File: src/rtl/pcs_pkg.sv
// Shared PCS transmit definitions: ordered-set request encoding, special
// code-group octets and the code-group generator state type.
package pcs_pkg;

    typedef logic [2:0] os_t;

    localparam os_t OS_I = 3'd0;
    localparam os_t OS_S = 3'd1;
    localparam os_t OS_D = 3'd2;
    localparam os_t OS_T = 3'd3;
    localparam os_t OS_R = 3'd4;
    localparam os_t OS_V = 3'd5;

    // Octet values fed to the encoder together with is_k.
    localparam logic [7:0] K28_5 = 8'hBC;
    localparam logic [7:0] K23_7 = 8'hF7;
    localparam logic [7:0] K27_7 = 8'hFB;
    localparam logic [7:0] K29_7 = 8'hFD;
    localparam logic [7:0] K30_7 = 8'hFE;
    localparam logic [7:0] D5_6  = 8'hC5;
    localparam logic [7:0] D16_2 = 8'h50;

    typedef logic [1:0] fsm_state_t;

    localparam fsm_state_t GEN_CG = 2'd0;
    localparam fsm_state_t IDLE_K = 2'd1;
    localparam fsm_state_t IDLE_D = 2'd2;

endpackage

File: src/rtl/tx_code_group_if.sv
// Ordered-set request / code-group bus between TX_OS (master) and the
// code-group generator (slave).
interface tx_code_group_if;

    logic [2:0] tx_o_set;
    logic [7:0] TXD;
    logic [9:0] tx_code_group;
    logic       tx_even;
    logic       TX_OSET_indicate;
    logic       tx_disparity;

    modport master (
        output tx_o_set, TXD,
        input  tx_code_group, tx_even, TX_OSET_indicate, tx_disparity
    );

    modport slave (
        input  tx_o_set, TXD,
        output tx_code_group, tx_even, TX_OSET_indicate, tx_disparity
    );

endinterface

File: src/rtl/enc_8b10b.sv
// Combinational 8B/10B encoder: 5b/6b and 3b/4b sub-blocks with running
// disparity threaded from the 6b block into the 4b block.
module enc_8b10b (
    input  logic [7:0] octet,
    input  logic       is_k,
    input  logic       rd_in,
    output logic [9:0] code10,
    output logic       rd_out
);

    // abcdei for RD-; the RD+ form is the complement when not neutral.
    function automatic logic [5:0] six_rdm(input logic [4:0] x);
        case (x)
            5'd0:  six_rdm = 6'b100111;  5'd1:  six_rdm = 6'b011101;
            5'd2:  six_rdm = 6'b101101;  5'd3:  six_rdm = 6'b110001;
            5'd4:  six_rdm = 6'b110101;  5'd5:  six_rdm = 6'b101001;
            5'd6:  six_rdm = 6'b011001;  5'd7:  six_rdm = 6'b111000;
            5'd8:  six_rdm = 6'b111001;  5'd9:  six_rdm = 6'b100101;
            5'd10: six_rdm = 6'b010101;  5'd11: six_rdm = 6'b110100;
            5'd12: six_rdm = 6'b001101;  5'd13: six_rdm = 6'b101100;
            5'd14: six_rdm = 6'b011100;  5'd15: six_rdm = 6'b010111;
            5'd16: six_rdm = 6'b011011;  5'd17: six_rdm = 6'b100011;
            5'd18: six_rdm = 6'b010011;  5'd19: six_rdm = 6'b110010;
            5'd20: six_rdm = 6'b001011;  5'd21: six_rdm = 6'b101010;
            5'd22: six_rdm = 6'b011010;  5'd23: six_rdm = 6'b111010;
            5'd24: six_rdm = 6'b110011;  5'd25: six_rdm = 6'b100110;
            5'd26: six_rdm = 6'b010110;  5'd27: six_rdm = 6'b110110;
            5'd28: six_rdm = 6'b001110;  5'd29: six_rdm = 6'b101110;
            5'd30: six_rdm = 6'b011110;  default: six_rdm = 6'b101011;
        endcase
    endfunction

    // fghj for RD- ahead of the 4b block; K columns differ on y=1,2,5,6.
    function automatic logic [3:0] four_rdm(input logic [2:0] y, input logic k);
        case (y)
            3'd0: four_rdm = 4'b1011;
            3'd1: four_rdm = k ? 4'b0110 : 4'b1001;
            3'd2: four_rdm = k ? 4'b1010 : 4'b0101;
            3'd3: four_rdm = 4'b1100;
            3'd4: four_rdm = 4'b1101;
            3'd5: four_rdm = k ? 4'b0101 : 4'b1010;
            3'd6: four_rdm = k ? 4'b1001 : 4'b0110;
            default: four_rdm = 4'b1110;
        endcase
    endfunction

    logic [4:0] x;
    logic [2:0] y;
    logic [5:0] six_base, six;
    logic [3:0] four_base, four;
    logic       rd_mid, use_a7, comp4;

    assign x = octet[4:0];
    assign y = octet[7:5];

    always_comb begin
        // NOTE: every variable gets a value before any branch, so no latch is inferred.
        six_base  = six_rdm(x);
        four_base = four_rdm(y, is_k);
        use_a7    = 1'b0;

        if (is_k && x == 5'd28)
            six_base = 6'b001111;

        six    = (rd_in && (($countones(six_base) != 3) || six_base == 6'b111000))
                 ? ~six_base : six_base;
        rd_mid = ($countones(six) != 3) ? ~rd_in : rd_in;

        // Alternate Dx.7 avoids a run of five identical bits across the boundary.
        if (y == 3'd7) begin
            use_a7 = is_k
                  || (!rd_mid && (x == 5'd17 || x == 5'd18 || x == 5'd20))
                  || ( rd_mid && (x == 5'd11 || x == 5'd13 || x == 5'd14));
            if (use_a7)
                four_base = 4'b0111;
        end

        comp4  = is_k ? rd_mid
                      : (rd_mid && (($countones(four_base) != 2) || four_base == 4'b1100));
        four   = comp4 ? ~four_base : four_base;
        rd_out = ($countones(four) != 2) ? ~rd_mid : rd_mid;
        code10 = {six, four};
    end

endmodule

File: src/rtl/tx_code_group.sv
// PCS transmit code-group generator: turns ordered-set requests into
// registered 10-bit code-groups with idle alignment and running disparity.
module tx_code_group
    import pcs_pkg::*;
(
    input  logic             GTX_CLK,
    input  logic             mr_main_reset,
    tx_code_group_if.slave   bus
);

    fsm_state_t state_q, state_d;
    logic [9:0] code_q;
    logic       even_q;
    logic       ind_q, ind_d;
    logic       rd_q;

    logic [7:0] enc_octet;
    logic       enc_is_k;
    logic [9:0] enc_code;
    logic       enc_rd;

    enc_8b10b u_enc (
        .octet  (enc_octet),
        .is_k   (enc_is_k),
        .rd_in  (rd_q),
        .code10 (enc_code),
        .rd_out (enc_rd)
    );

    always_comb begin
        state_d   = GEN_CG;
        enc_octet = K30_7;
        enc_is_k  = 1'b1;
        ind_d     = 1'b1;

        if (state_q == IDLE_K) begin
            // K28.5 always flips RD, so rd_q=0 here means RD was + before it.
            state_d   = IDLE_D;
            enc_is_k  = 1'b0;
            enc_octet = rd_q ? D16_2 : D5_6;
        end else begin
            case (bus.tx_o_set)
                OS_I: begin
                    if (even_q) begin
                        state_d   = IDLE_K;
                        enc_octet = K28_5;
                        ind_d     = 1'b0;
                    end else begin
                        enc_octet = K23_7;
                    end
                end
                OS_S:    enc_octet = K27_7;
                OS_T:    enc_octet = K29_7;
                OS_R:    enc_octet = K23_7;
                OS_D: begin
                    enc_is_k  = 1'b0;
                    enc_octet = bus.TXD;
                end
                default: enc_octet = K30_7;
            endcase
        end
    end

    // NOTE: the code-group register is reset like all other state so the line idles at 10'h000.
    always_ff @(posedge GTX_CLK or negedge mr_main_reset) begin
        if (!mr_main_reset) begin
            state_q <= GEN_CG;
            code_q  <= 10'h000;
            even_q  <= 1'b1;
            ind_q   <= 1'b0;
            rd_q    <= 1'b0;
        end else begin
            // NOTE: non-blocking updates make every register see pre-edge values.
            state_q <= state_d;
            code_q  <= enc_code;
            even_q  <= ~even_q;
            ind_q   <= ind_d;
            rd_q    <= enc_rd;
        end
    end

    assign bus.tx_code_group    = code_q;
    assign bus.tx_even          = even_q;
    assign bus.TX_OSET_indicate = ind_q;
    assign bus.tx_disparity     = rd_q;

endmodule

File: src/flat_wrapper.sv
// flat-port wrapper written by rule: the top's interface ports become plain ports
module tx_code_group_flat import pcs_pkg::*;
  (GTX_CLK, mr_main_reset, bus_tx_o_set, bus_TXD, bus_tx_code_group, bus_tx_even, bus_TX_OSET_indicate, bus_tx_disparity);
  tx_code_group_if bus_i ();
  input  logic GTX_CLK;
  input  logic mr_main_reset;
  input wire logic [$bits(bus_i.tx_o_set)-1:0] bus_tx_o_set;
  input wire logic [$bits(bus_i.TXD)-1:0] bus_TXD;
  output wire logic [$bits(bus_i.tx_code_group)-1:0] bus_tx_code_group;
  output wire logic [$bits(bus_i.tx_even)-1:0] bus_tx_even;
  output wire logic [$bits(bus_i.TX_OSET_indicate)-1:0] bus_TX_OSET_indicate;
  output wire logic [$bits(bus_i.tx_disparity)-1:0] bus_tx_disparity;
  assign bus_i.tx_o_set = bus_tx_o_set;
  assign bus_i.TXD = bus_TXD;
  assign bus_tx_code_group = bus_i.tx_code_group;
  assign bus_tx_even = bus_i.tx_even;
  assign bus_TX_OSET_indicate = bus_i.TX_OSET_indicate;
  assign bus_tx_disparity = bus_i.tx_disparity;
  tx_code_group u_core (.GTX_CLK(GTX_CLK), .mr_main_reset(mr_main_reset), .bus(bus_i));
endmodule
File: config.mk
export PLATFORM = sky130hd
export DESIGN_NAME = tx_code_group_flat
export DESIGN_NICKNAME = d
export VERILOG_FILES = /design/src/rtl/pcs_pkg.sv /design/src/rtl/tx_code_group_if.sv /design/src/rtl/enc_8b10b.sv /design/src/rtl/tx_code_group.sv /design/src/flat_wrapper.sv
export SDC_FILE = /design/constraint.sdc
export NUM_CORES = 1
export LEC_CHECK = 0
export CAP_MARGIN = 15
export CORE_ASPECT_RATIO = 0.75
export CORE_MARGIN = 10
export CORE_UTILIZATION = 37
export CTS_CLUSTER_SIZE = 40
export DETAILED_ROUTE_END_ITERATION = 8
export SYNTH_ARGS = -nofsm -noshare
export SYNTH_HDL_FRONTEND = slang
export SYNTH_SLANG_ARGS = --single-unit
File: constraint.sdc
create_clock -name GTX_CLK -period 12.04 [get_ports GTX_CLK]
set_input_delay 2.408 -clock GTX_CLK [delete_from_list [all_inputs] [get_ports GTX_CLK]]
set_output_delay 2.408 -clock GTX_CLK [all_outputs]
set_load 0.1 [all_outputs]
==> summary.md <==
| Metric | Value |
|---|---|
| Sequential share of the synthesized area | between 20% and 30% |
| Core box area | 4490 µm² |
| Final hold violation count | 0 |
| FF-to-FF End | u_core.bus.tx_disparity$_DFF_PN0_ |
| Fin nets | roughly 320 |
| Synthesis warning total | 0 |
| Syn nets | approximately 230 |
| CP required | between 10 and 15 ns |
| Hold WC Path Type | flop to flop |
| WL final | 5280 µm |
| Port Buffers | 25 |
| Number of global-route vias before repair | between 1.5k and 2k |
| Vias per inst | 5.29 |
| Reg2reg start | u_core.state_q[1]$_DFF_PN0_ |
| Post-synth EDFFs | 0 |
| Aggregate global-route resource usage | 13.2% |
| Synth Area in Simple Gates | a little under a fifth |
| Cell mode on critical path | fa_1 |
| Final cycle utilization of the critical path | 97.0% |
| Slew margin rel. | 34.9% |
| Synth Area per Inst | between 8 and 9 µm² |
| DR WL/cell | ~15 µm |
| Status | finished, final reports clean |
| Share of layout cells above drive strength 1 | approximately 45% |
| Final Max Slew Viols | 0 |
| Mux share of post-synthesis cell area | 1.16% |
| Die H | 79.1 µm |
| Die Span X | 98.8 µm |
| CTS sink count | 15 |
| Cells after Synth | 193 |
| Met3 usage | 3.29% |
| Adder-Cell Fraction of Synth Area | a little under a fifth |
| Skew-Pair Late Insertion Delay | roughly 0.25 ns |
| Worst slew pin tran | 0.973 ns |
| Clock Path Buffers | 2 |
| Final setup fails | 0 |
| Critical Path AT | 11.82 ns |
| Tmin final | 11.68 ns |
| DRC | 0 |
| H-tree Lvls | 1 |
| Netlist cell types | 58 |
| Initial cell density of the core | about two fifths |
| Via Count | 1819 |
| First-pass DRT Iterations | 4 |
| Synthesized area | 1720 µm² |
| Final estimated routing congestion in global placement | 0.910 |
| Worst Hold Path EP | u_core.bus.tx_even$_DFF_PN1_ |
| Die area | 7820 µm² |
| Largest net degree at the start of global routing | 18 |
| Synth Area in XOR/XNOR | 7.62% |
| Rows | 21 |
| WP buf/inv | 12 |
| CTS root buffer | clkbuf_8 |
| Detailed Place HPWL | about 3900 µm |
| Critical setup path kind | input pin to flop |
| Max Clock Skew | ~0.0025 ns |
| Ant. Diodes | 0 |
| IO Pins | 26 |
| Worst r2r path cells | 47 |
| Num CTS Buffers | 3 |
| Peak Freq | 0.0856 GHz |
| Reg2reg setup slack | ~1.9 ns |
| Post-synthesis compound-gate area fraction | between 20% and 30% |
| Yosys reg bits | 15 |
| CP peak stage delay | 0.56 ns |
| Largest family of logic cells by synthesized area | compound AO/OA/AOI/OAI gates |
| Post-synthesis async set-or-reset flop share | 100% |
| Hold path start | u_core.bus.tx_even$_DFF_PN1_ |
| Worst setup EP type | flop |
| GRT busiest layer | met2 |
| Dpl cells | 325 |
| GR Util met2 | between 20% and 30% |
| Crit start category | input pin |
| Area Overhead vs Synth | 64.1% |
| Finished Layout Cells | ~340 |
| Clk pin slew, worst setup/hold paths | around 0.060 ns |
| M1 GR Usage | 18.3% |
| First-pass GRT wire length | 8870 µm |
| Critical path's slowest cell | fa_1 |
| Antenna-violating nets left | 0 |
| TritonCTS clock tree | built |
| Max-cap violations | 0 |
| Remaining global-route overflow | 0 |
| Critical path fanouts, max | 6 |
| Initial antenna violation count | 0 |
| Hold Path Stages | 1 |
| Hold-fix buffers, CTS | 0 |
| Initial drt markers | 126 |
| Crit-path leading delay family | adder cells |
| Post-synth top flop | dfrtp_1 |
[layout make-up]
class	instances	area (µm²)
clock inverters	1	5.00
clock buffers	3	41.3
fillers	376	1660
inverters	19	71.3
multi-input cells	151	1460
flip-flops and latches	15	377
repair buffers	98	800
well taps	57	71.3
[per-stage QoR]
step | area, µm² | setup WS [ns] | utilization [%] | setup TNS, ns | hold WS, ns
after floorplan | 1750 | 0.0298 | - | 0 | 0.668
after global placement | 2450 | -0.421 | 54.5 | -0.421 | 0.462
after detailed placement | 2450 | -0.634 | 54.5 | -0.634 | 0.463
after CTS | 2650 | 0.0156 | 59.0 | 0 | 0.479
after global routing | 2830 | -0.143 | 63.0 | -0.143 | 0.523
final | 2830 | 0.357 | 63.0 | 0 | 0.494
[worst max path at each step]
stage	from	to	slack, ns	cells past startpoint
after floorplan	bus_tx_o_set[2]	u_core.bus.tx_disparity$_DFF_PN0_	0.03	50
after global placement	bus_tx_o_set[1]	u_core.bus.tx_disparity$_DFF_PN0_	-0.42	47
after detailed placement	bus_tx_o_set[1]	u_core.bus.tx_disparity$_DFF_PN0_	-0.63	49
after CTS	bus_tx_o_set[2]	u_core.bus.tx_disparity$_DFF_PN0_	0.02	47
after global routing	bus_TXD[1]	u_core.bus.tx_disparity$_DFF_PN0_	-0.14	49
final	bus_tx_o_set[1]	u_core.bus.tx_disparity$_DFF_PN0_	0.36	47
[flip-flops by register name, summed over array words and instances (netlist names)]
register	flops
u_core.bus.TX_OSET_indicate	1
u_core.bus.tx_code_group	10
u_core.bus.tx_disparity	1
u_core.bus.tx_even	1
u_core.state_q	2
[kinds of logic (layout without fill, tap and decap cells)]
kind of cell | count (synthesis) | after routing
AND/OR/NAND/NOR | 57 | 57
adder cells (fa/ha/maj) | 22 | 22
buffers and inverters | 27 | 121
AO/OA/AOI/OAI | 55 | 55
XOR/XNOR | 15 | 15
multiplexers | 2 | 2
flip-flops | 15 | 15
[synthesized netlist by cell type (2+ instances only)]
cell type	count	area share (%)
a2111oi_0	3	1.5
a211oi_1	7	3.0
a21o_1	4	1.7
a21oi_1	8	2.3
a22o_1	2	1.0
a31oi_1	3	1.1
and2_1	3	1.1
buf_2	2	0.58
buf_6	2	1.3
clkbuf_1	2	0.44
dfrtp_1	14	20
fa_1	6	7.0
ha_1	16	12
inv_1	18	3.9
mux2i_1	2	1.2
nand2_1	13	2.8
nand2b_1	6	2.2
nand3_1	2	0.58
nand3b_1	3	1.3
nor2_1	12	2.6
nor3_1	2	0.58
nor4b_1	2	1.0
o21ai_0	5	1.5
o221ai_1	2	1.0
o31a_1	2	1.0
o31ai_1	2	0.87
o41ai_2	3	2.8
or2_2	3	1.1
or2b_1	2	0.87
xnor2_1	7	3.6
xor2_1	8	4.1
[what timing repair did]
item | in CTS | in global routing
gates resized for setup | 23 | 35
endpoints found under the setup margin | 1 | 1
setup buffers | 8 | 8
gates cloned | 0 | 0
pin swaps | 12 | 29
[routing by layer]
layer	wire, µm	vias to the layer above
met5	0	-
li1	-	883
met3	330	4
met4	34	0
met2	2380	55
met1	2540	877
[placed cells by master, fill, tap and decap left out, types with 4 or more instances in the layout]
cell type,instances
nor2_1,11
o21ai_0,4
xnor2_1,7
buf_4,72
ha_2,5
dfrtp_1,14
a211oi_2,4
a21oi_1,7
inv_2,7
xor2_1,6
a21o_1,4
clkdlybuf4s50_1,20
nand2_1,11
inv_1,12
nand2b_1,5
fa_1,6
ha_1,8
Power is not shown: default switching activity piles up to over one toggle a cycle in this logic, so the estimate is an artifact.
